## src/rtl/aes_pkg.sv

```systemverilog
// rtl/aes_pkg.sv - shared AES constants, types and GF(2^8) helpers
package aes_pkg;

   localparam int unsigned NB = 4;
   localparam int unsigned NK = 4;
   localparam int unsigned NR = 10;

   typedef logic [31:0]        word_t;
   typedef logic [NK*32-1:0]   block_t;

   typedef enum logic {
      IDLE,
      EMIT
   } state_t;

   // Round constant bytes, entry 0 unused
   localparam logic [7:0] RC [0:10] = '{
      8'h00, 8'h01, 8'h02, 8'h04, 8'h08, 8'h10,
      8'h20, 8'h40, 8'h80, 8'h1b, 8'h36
   };

   function automatic logic [7:0] rc_byte(input logic [3:0] r);
      logic [7:0] v;
      v = 8'h00;
      if (r <= 4'd10) v = RC[r];
      return v;
   endfunction

   // Multiplication modulo x^8+x^4+x^3+x+1
   function automatic logic [7:0] gf_mul(input logic [7:0] a, input logic [7:0] b);
      logic [7:0] p;
      logic [7:0] aa;
      p  = 8'h00;
      aa = a;
      for (int i = 0; i < 8; i++) begin
         if (b[i]) p = p ^ aa;
         aa = {aa[6:0], 1'b0} ^ (aa[7] ? 8'h1b : 8'h00);
      end
      return p;
   endfunction

endpackage

```

## src/rtl/key_exp128_inv_if.sv

```systemverilog
// rtl/key_exp128_inv_if.sv - load/stream bundle of the reverse key schedule
interface key_exp128_inv_if;
   import aes_pkg::*;

   logic       start;
   block_t     last_key;
   block_t     rk;
   logic [3:0] rk_idx;
   logic       rk_valid;
   logic       rk_ready;
   logic       busy;
   logic       done;

   modport master (
      output start, last_key, rk_ready,
      input  rk, rk_idx, rk_valid, busy, done
   );

   modport slave (
      input  start, last_key, rk_ready,
      output rk, rk_idx, rk_valid, busy, done
   );

endinterface

```

## src/rtl/aes_sbox.sv

```systemverilog
// rtl/aes_sbox.sv - AES forward S-box, combinational
module aes_sbox
   import aes_pkg::*;
(
   input  logic [7:0] din,
   output logic [7:0] dout
);

   logic [7:0] x2, x3, x12, x15, x240, x252, inv;

   // Inverse as x^254 through a short addition chain; maps 0 to 0
   always_comb begin
      x2   = gf_mul(din, din);
      x3   = gf_mul(x2, din);
      x12  = gf_mul(gf_mul(x3, x3), gf_mul(x3, x3));
      x15  = gf_mul(x12, x3);
      x240 = gf_mul(x15, x15);
      x240 = gf_mul(x240, x240);
      x240 = gf_mul(x240, x240);
      x240 = gf_mul(x240, x240);
      x252 = gf_mul(x240, x12);
      inv  = gf_mul(x252, x2);
   end

   assign dout = inv
               ^ {inv[6:0], inv[7]}
               ^ {inv[5:0], inv[7:6]}
               ^ {inv[4:0], inv[7:5]}
               ^ {inv[3:0], inv[7:4]}
               ^ 8'h63;

endmodule

```

## src/rtl/key_exp128_inv.sv

```systemverilog
// rtl/key_exp128_inv.sv - reverse AES-128 key schedule, round NR down to 0
module key_exp128_inv
   import aes_pkg::*;
#(
   parameter int unsigned NR = aes_pkg::NR
) (
   input  logic           clk,
   input  logic           rst,
   key_exp128_inv_if.slave bus
);

   state_t     state;
   block_t     key_reg;
   logic [3:0] r;
   logic       done_q;

   word_t w0, w1, w2, w3;
   word_t p0, p1, p2, p3;
   word_t rot, sub;
   logic  fire;

   assign w0 = key_reg[127:96];
   assign w1 = key_reg[95:64];
   assign w2 = key_reg[63:32];
   assign w3 = key_reg[31:0];

   assign p3 = w3 ^ w2;
   assign p2 = w2 ^ w1;
   assign p1 = w1 ^ w0;
   assign rot = {p3[23:0], p3[31:24]};

   for (genvar i = 0; i < NB; i++) begin : g_sub
      aes_sbox u_sbox (
         .din  (rot[8*i +: 8]),
         .dout (sub[8*i +: 8])
      );
   end

   // Rebuilt first word uses the round constant of the key being undone
   assign p0 = w0 ^ sub ^ {rc_byte(r), 24'h000000};

   assign fire = (state == EMIT) && bus.rk_ready;

   always_ff @(posedge clk or posedge rst) begin
      if (rst) begin
         state   <= IDLE;
         key_reg <= '0;
         r       <= 4'd0;
         done_q  <= 1'b0;
      end else begin
         done_q <= 1'b0;
         case (state)
            IDLE: begin
               if (bus.start) begin
                  key_reg <= bus.last_key;
                  r       <= 4'(NR);
                  state   <= EMIT;
               end
            end
            EMIT: begin
               if (fire) begin
                  if (r != 4'd0) begin
                     key_reg <= {p0, p1, p2, p3};
                     r       <= r - 4'd1;
                  end else begin
                     state  <= IDLE;
                     done_q <= 1'b1;
                  end
               end
            end
            default: state <= IDLE;
         endcase
      end
   end

   assign bus.rk       = key_reg;
   assign bus.rk_idx   = r;
   assign bus.rk_valid = (state == EMIT);
   assign bus.busy     = (state != IDLE);
   assign bus.done     = done_q;

endmodule

```

## src/flat_wrapper.sv

```systemverilog
// flat-port wrapper written by rule: the top's interface ports become plain ports
module key_exp128_inv_flat import aes_pkg::*;
#(
   parameter int unsigned NR = aes_pkg::NR
)
  (clk, rst, bus_start, bus_last_key, bus_rk_ready, bus_rk, bus_rk_idx, bus_rk_valid, bus_busy, bus_done);
  key_exp128_inv_if bus_i ();
  input  logic clk;
  input  logic rst;
  input wire logic [$bits(bus_i.start)-1:0] bus_start;
  input wire logic [$bits(bus_i.last_key)-1:0] bus_last_key;
  input wire logic [$bits(bus_i.rk_ready)-1:0] bus_rk_ready;
  output wire logic [$bits(bus_i.rk)-1:0] bus_rk;
  output wire logic [$bits(bus_i.rk_idx)-1:0] bus_rk_idx;
  output wire logic [$bits(bus_i.rk_valid)-1:0] bus_rk_valid;
  output wire logic [$bits(bus_i.busy)-1:0] bus_busy;
  output wire logic [$bits(bus_i.done)-1:0] bus_done;
  assign bus_i.start = bus_start;
  assign bus_i.last_key = bus_last_key;
  assign bus_i.rk_ready = bus_rk_ready;
  assign bus_rk = bus_i.rk;
  assign bus_rk_idx = bus_i.rk_idx;
  assign bus_rk_valid = bus_i.rk_valid;
  assign bus_busy = bus_i.busy;
  assign bus_done = bus_i.done;
  key_exp128_inv #(.NR(NR)) u_core (.clk(clk), .rst(rst), .bus(bus_i));
endmodule
```

## config.mk

```make
export PLATFORM = sky130hd
export DESIGN_NAME = key_exp128_inv_flat
export DESIGN_NICKNAME = d
export VERILOG_FILES = /design/src/rtl/aes_pkg.sv /design/src/rtl/key_exp128_inv_if.sv /design/src/rtl/aes_sbox.sv /design/src/rtl/key_exp128_inv.sv /design/src/flat_wrapper.sv
export SDC_FILE = /design/constraint.sdc
export NUM_CORES = 2
export LEC_CHECK = 0
export CAP_MARGIN = 20
export CORE_UTILIZATION = 50
export DETAILED_ROUTE_END_ITERATION = 12
export GPL_ROUTABILITY_DRIVEN = 0
export PLACE_DENSITY = 0.65
export SYNTH_ARGS = -nofsm -noshare
export SYNTH_HDL_FRONTEND = slang
export SYNTH_SLANG_ARGS = --single-unit
export TNS_END_PERCENT = 30
```

## constraint.sdc

```tcl
create_clock -name clk -period 33.7 [get_ports clk]
set_input_delay 10.11 -clock clk [delete_from_list [all_inputs] [get_ports clk]]
set_output_delay 10.11 -clock clk [all_outputs]
set_load 0.02 [all_outputs]
```

# Word level (Yosys, flattened, before mapping)
# Memory sizes are Yosys's and may differ from the RTL's.
# Index checks and enable logic that the tools add are counted.
# totals
latch_bits	0
output_inout_bits	135
ram_bits	0
n_memories	1
ff_bits	134
mem_bits_ro	128
# memory_table
name	words	width	read_ports	rd_ports_with_merged_regs	wr	line_no	rtl
(name not given)	16	8	1	0	0	aes_pkg.sv:25	if (r <= 4'd10) v = RC[r];
# classes
div_mod_pow	0
n_bitwise	643
eq_ne	3
n_reduce_logical	3
shift	0
addsub	1
n_lt_le_gt_ge	2
mul	0
mux	678
# ops
operator	n
8-bit 2-to-1 mux	355
8-bit XOR	324
8-bit by 5-bit XOR with 8-bit output	308
5-bit 2-to-1 mux	308
128-bit 2-to-1 mux	3
128-bit one-hot mux with 2 select lines	1
32-bit XOR	5
4-bit inverter	4
4-bit 2-to-1 mux	3
4-bit one-hot mux with 2 select lines	1
1-bit 2-to-1 mux	6
2-bit inequality test, second input constant	3
5-bit greater-or-equal comparator, second input constant	1
4-bit inverter with 5-bit output	1
4-bit less-or-equal comparator, second input constant	1
4-bit nonzero test	1
4-bit by 1-bit subtractor with 4-bit output, second input constant	1
3-bit AND reduction	1
1-bit one-hot mux with 2 select lines	1
1-bit logical AND	1
1-bit inverter	1

# Depth between registers and ports, before layout
# depth
ltp_word	187
depth_mapped	82

# Modules after synthesis
# Synthesis repeated with hierarchy kept, for this count alone.
# hier_totals
cells_unflattened	6250
hier_area_um2	51209.1
# by_module_without_submodules
module	cells_each	n_inst	area_each_um2
aes_sbox	1346	4	10839.1
key_exp128_inv	866	1	7852.5

# Worst setup path after synthesis
# OpenSTA, ideal clock, no wires.
# synth_path
kind	register -> register
startpoint	reg u_core.key_reg[23], in the netlist u_core.bus.rk[23]
endpoint	reg u_core.key_reg[121], in the netlist u_core.bus.rk[121]
setup_slack_ns	14.374
period_less_slack_ns	19.326
setup_time_ns	0.124
arrival_time_ns	19.202
path_stages_with_launch	74
path_buffers	11
cell_sequence	dfrtp_1 > xnor2_4 > inv_2 > clkbuf_1 > clkbuf_1 > ha_1 > buf_2 > xor3_2 > xnor2_2 > nor2_4 > xor2_2 > xnor3_1 > mux2i_1 > xnor2_1 > xor2_1 > inv_2 > buf_2 > clkbuf_1 > (+38 left out) > xor2_1 > xnor2_1 > nand2_1 > xnor2_1 > clkbuf_1 > xnor2_1 > o311a_1 > o221ai_1 > xnor3_2 > xnor3_1 > xor2_1 > a211oi_1 > xnor3_1 > xnor2_1 > xnor3_2 > xnor3_1 > mux2i_1 > a211o_1
# synth_between
elab_chain_cells	180
word_cells_on_any_way	326
# synth_lines
item	line_no	rtl
start, declared	key_exp128_inv.sv:13	block_t key_reg;
start signal, assigned	key_exp128_inv.sv:55	key_reg <= bus.last_key;
start signal, assigned	key_exp128_inv.sv:63	key_reg <= {p0, p1, p2, p3};
32-bit XOR (*)	key_exp128_inv.sv:27	assign p3 = w3 ^ w2;
5-bit 2-to-1 mux / 8-bit 2-to-1 mux (equally long branches)	aes_pkg.sv:37, aes_pkg.sv:36	
8-bit by 5-bit XOR with 8-bit output / 8-bit XOR (equally long branches)	aes_pkg.sv:37, aes_pkg.sv:36	
8-bit XOR / 8-bit 2-to-1 mux (equally long branches)	aes_pkg.sv:36	if (b[i]) p = p ^ aa;
8-bit 2-to-1 mux / 8-bit XOR (equally long branches)	aes_pkg.sv:36	
8-bit XOR / 8-bit 2-to-1 mux (equally long branches)	aes_pkg.sv:36	
8-bit 2-to-1 mux / 8-bit XOR (equally long branches)	aes_pkg.sv:36	
8-bit XOR / 8-bit 2-to-1 mux (equally long branches)	aes_pkg.sv:36	
(+163 left out)	--	
8-bit XOR	aes_sbox.sv:27	^ {inv[5:0], inv[7:6]}
8-bit XOR	aes_sbox.sv:28	^ {inv[4:0], inv[7:5]}
8-bit XOR (*)	aes_sbox.sv:29	^ {inv[3:0], inv[7:4]}
4-bit inverter (no line) (*)	--	
32-bit XOR (*) (2 in a row)	key_exp128_inv.sv:40	assign p0 = w0 ^ sub ^ {rc_byte(r), 24'h000000};
128-bit 2-to-1 mux (*)	key_exp128_inv.sv:62	if (r != 4'd0) begin
128-bit 2-to-1 mux (*)	key_exp128_inv.sv:61	if (fire) begin
128-bit one-hot mux with 2 select lines (*)	key_exp128_inv.sv:52	case (state)
# Mark *: on every way between the ends. The rest lies on a longest branch, timed or not. The select of a mux whose other input is x is not followed.
# A chain may end at the register's enable or synchronous reset.

# Worst setup path after layout
# layout_path
startpoint	reg u_core.key_reg[55], in the netlist u_core.bus.rk[55]
endpoint	reg u_core.key_reg[124], in the netlist u_core.bus.rk[124]
# layout_between
elab_chain_cells	179
word_cells_on_any_way	325
# layout_lines
item	line_no	rtl
32-bit XOR (*)	key_exp128_inv.sv:27	
5-bit 2-to-1 mux / 8-bit 2-to-1 mux (equally long branches)	aes_pkg.sv:37, aes_pkg.sv:36	
8-bit by 5-bit XOR with 8-bit output / 8-bit XOR (equally long branches)	aes_pkg.sv:37, aes_pkg.sv:36	
8-bit XOR / 8-bit 2-to-1 mux (equally long branches)	aes_pkg.sv:36	
8-bit 2-to-1 mux / 8-bit XOR (equally long branches)	aes_pkg.sv:36	
8-bit XOR / 8-bit 2-to-1 mux (equally long branches)	aes_pkg.sv:36	
8-bit 2-to-1 mux / 8-bit XOR (equally long branches)	aes_pkg.sv:36	
8-bit XOR / 8-bit 2-to-1 mux (equally long branches)	aes_pkg.sv:36	
(+162 left out)	--	
8-bit XOR	aes_sbox.sv:26	^ {inv[6:0], inv[7]}
8-bit XOR	aes_sbox.sv:27	
8-bit XOR	aes_sbox.sv:28	
8-bit XOR (*)	aes_sbox.sv:29	
32-bit XOR (*) (2 in a row)	key_exp128_inv.sv:40	
128-bit 2-to-1 mux (*)	key_exp128_inv.sv:62	
128-bit 2-to-1 mux (*)	key_exp128_inv.sv:61	
128-bit one-hot mux with 2 select lines (*)	key_exp128_inv.sv:52	
# Marked as above.

==> summary.md <==
| Metric | Value |
|---|---|
| Status | `finished clean` |
| Ports | `267` |
| Worst Tran Pin Value | `1.174 ns` |
| Max-Cap Viols | `0` |
| Initial Utilization | `50.77%` |
| CTS root buffer | `clkbuf_16` |
| Worst EP arrival | `~23 ns` |
| Area growth syn-to-layout | `9.920%` |
| Fraction of layout cells with a size suffix above 1 | `7.539%` |
| TritonCTS clock tree | `built` |
| Die width | `316.1 um` |
| Mean Syn Cell Area | `7.588 sq um` |
| Detailed Routing Iterations Pass 1 | `6` |
| Skew-Pair Late Insertion Delay | `roughly 0.48 ns` |
| Core footprint | `97140 sq um` |
| Total CTS buffers | `17` |
| CTS Sinks | `134` |
| Setup TNS | `0 ns` |
| First-pass GRT wire length | `245200 um` |
| H-tree depth | `4` |
| CP Max Fanout | `28` |
| Gr ovfl total | `0` |
| Most common cell after layout, fill and taps aside | `xnor2_1` |
| Fill cell count | `a little over 9k` |
| Cell mode on critical path | `xnor2_1` |
| Fin. Hold Viols | `0` |
| Slew margin rel. | `21.49%` |
| DIE AREA | `between 90000 and 100000 sq um` |
| Clock buffer depth | `2` |
| Port Buffers | `about 270` |
| Vias in the first global route | `~42k` |
| Top cells by area, synth | `xnor2_1, xnor3_1, dfrtp_1` |
| Min Clock Period, post-route | `22.76 ns` |
| Final setup fails | `0` |
| CP endpoint kind | `register` |
| FFs w/ async S/R, synth | `100.0%` |
| Total of warnings raised by yosys | `0` |
| Cell area after synthesis | `a little under 50000 sq um` |
| Drt wl/cell | `20.03 um` |
| Post-synth top area share | `between 20% and 30%` |
| Row count | `about 110` |
| Slew Viols, Final | `0` |
| Clock-pin transition on the worst setup and hold timing paths | `around 0.070 ns` |
| Fmax | `~44 MHz` |
| Synth Flop Type | `dfrtp_1` |
| Hpwl dp | `116300 um` |
| Fin crit share | `about two thirds` |
| Setup Skew | `about 0.0086 ns` |
| Final ANT Viol Nets | `0` |
| # resized after CTS | `0` |
| Final #Nets | `6728` |
| HP Class | `register to register` |
| Largest net degree at the start of global routing | `139` |
| DRC | `0` |
| Routed vias/inst | `around 6.0` |
| GR Util All Layers | `around 30%` |
| Post-synthesis sequential area ratio | `~6.8%` |
| WL final | `between 150000 and 200000 um` |
| Kind of critical path | `register to register` |
| Critical path launch point type | `register` |
| Vias | `47.33k` |
| Crit path largest cell delay | `roughly 0.77 ns` |
| RSZ-0062 raised after global routing | `no` |
| Synth Net Count | `6661` |
| EDFF count, synth | `0` |
| Initial DRC Count | `4482` |
| Slowest stage cell, crit path | `xnor2_1` |
| Data required time of the critical path | `34.07 ns` |
| Hold_buf cts | `0` |
| Netlist cell types | `114` |
| Initial antenna violation count | `7` |
| Cells after Synth | `roughly 6.5k` |
| Post-CTS Setup Bufs | `0` |
| Synth Register Bits | `134` |
| Cell taking the most area after synthesis | `xnor2_1` |
| Die height | `around 320 um` |
| Most frequent cells in the layout | `xnor2_1, nor2_1, nand2_1, a21oi_1, xor2_1` |
-- critical path: cells and delay by family (launching register included) --
kind                       cells  cell delay [ns]
DFF                            1             0.49
buffers and inverters         10             3.00
xor gates and xnor gates      35            13.63
muxes                          2             0.30
and+or+nand+nor                9             1.01
adders and majority gates      7             3.44
AOI/OAI and AO/OA              3             0.71
-- through the flow --
step	hold WS (ns)	utilization (%)	instance area, sq um	std cells	setup WS, ns
final	0.5622	55.81	54210	7859	10.94
after global routing	0.5923	55.80	54200	7857	9.080
after CTS	0.5562	55.73	54130	7848	10.54
after detailed placement	0.5411	55.11	53530	7816	10.66
after global placement	0.5390	55.10	53520	7815	11.26
after floorplan	0.6393	-	49320	6499	14.37
-- synth_stat cells (all sizes together) (25+ instances only) --
cell type and count:
xor2 404, a21oi 432, xnor3 265, ha 30, dfrtp 134, o22ai 75
mux2i 196, or3 36, inv 81, nand2 739, clkbuf 279, nand3 137
o21ai 362, a22oi 44, and2 40, xor3 32, buf 136, nor2 815
o32ai 25, or2 30, nand2b 56, xnor2 1274, a211oi 82, nor3 149
a31oi 58, nor2b 36, o211ai 87, and3 38
-- area by class of cell --
type / instances / area (sq um) / share of cell area [%]
Multi-Input combinational cell: 5862 / 44140 / 81.43
Timing Repair Buffer: 463 / 4154 / 7.663
Antenna cell: 4 / 10.01 / 0.01846
Sequential cell: 134 / 3357 / 6.193
Clock buffer: 19 / 432.9 / 0.7986
Clock inverter: 13 / 173.9 / 0.3208
Tap cell: 1276 / 1597 / 2.945
Inverter: 88 / 340.3 / 0.6278
-- layer usage --
metal  share of wire [%]  GRT usage [%]  wire (um)  vias to the layer above
met1                  45          43.82      71050                    22610
li1                    -              -          -                    22700
met3                 8.1          4.297      12730                      197
met2                  44          47.59      69760                     1818
met5              0.0083              0         13                        -
met4                 2.4          7.795       3843                        2
-- worst paths after layout --
check | from | end | slack [ns] | depth (start not counted)
max | u_core.bus.rk[55] | u_core.bus.rk[124] | 10.94 | 66
min | u_core.bus.rk[115] | u_core.bus.rk[115] | 0.56 | 1
max reg2reg | u_core.bus.rk[55] | u_core.bus.rk[124] | 10.94 | 66
min reg2reg | u_core.bus.rk[115] | u_core.bus.rk[115] | 0.56 | 1
max in group asynchronous | rst | u_core.bus.rk[7] | 22.34 | 4
min in group asynchronous | rst | u_core.bus.rk[71] | 10.08 | 2
-- cells by family after synthesis --
family                     share of synthesized area, %
AOI/OAI and AO/OA                                 19.21
xor gates and xnor gates                          45.36
adders and majority gates                        0.8017
buffers and inverters                             4.227
DFF                                               6.799
muxes                                             4.483
and+or+nand+nor                                   19.12
-- flip-flops by register name, summed over array words and instances, names as in the netlist --
signal and count:
u_core.bus.done 1, u_core.bus.rk_idx 4, u_core.bus.busy 1, u_core.bus.rk 128
Power is not shown: default switching activity piles up to over one toggle a cycle in this logic, so the estimate is an artifact.
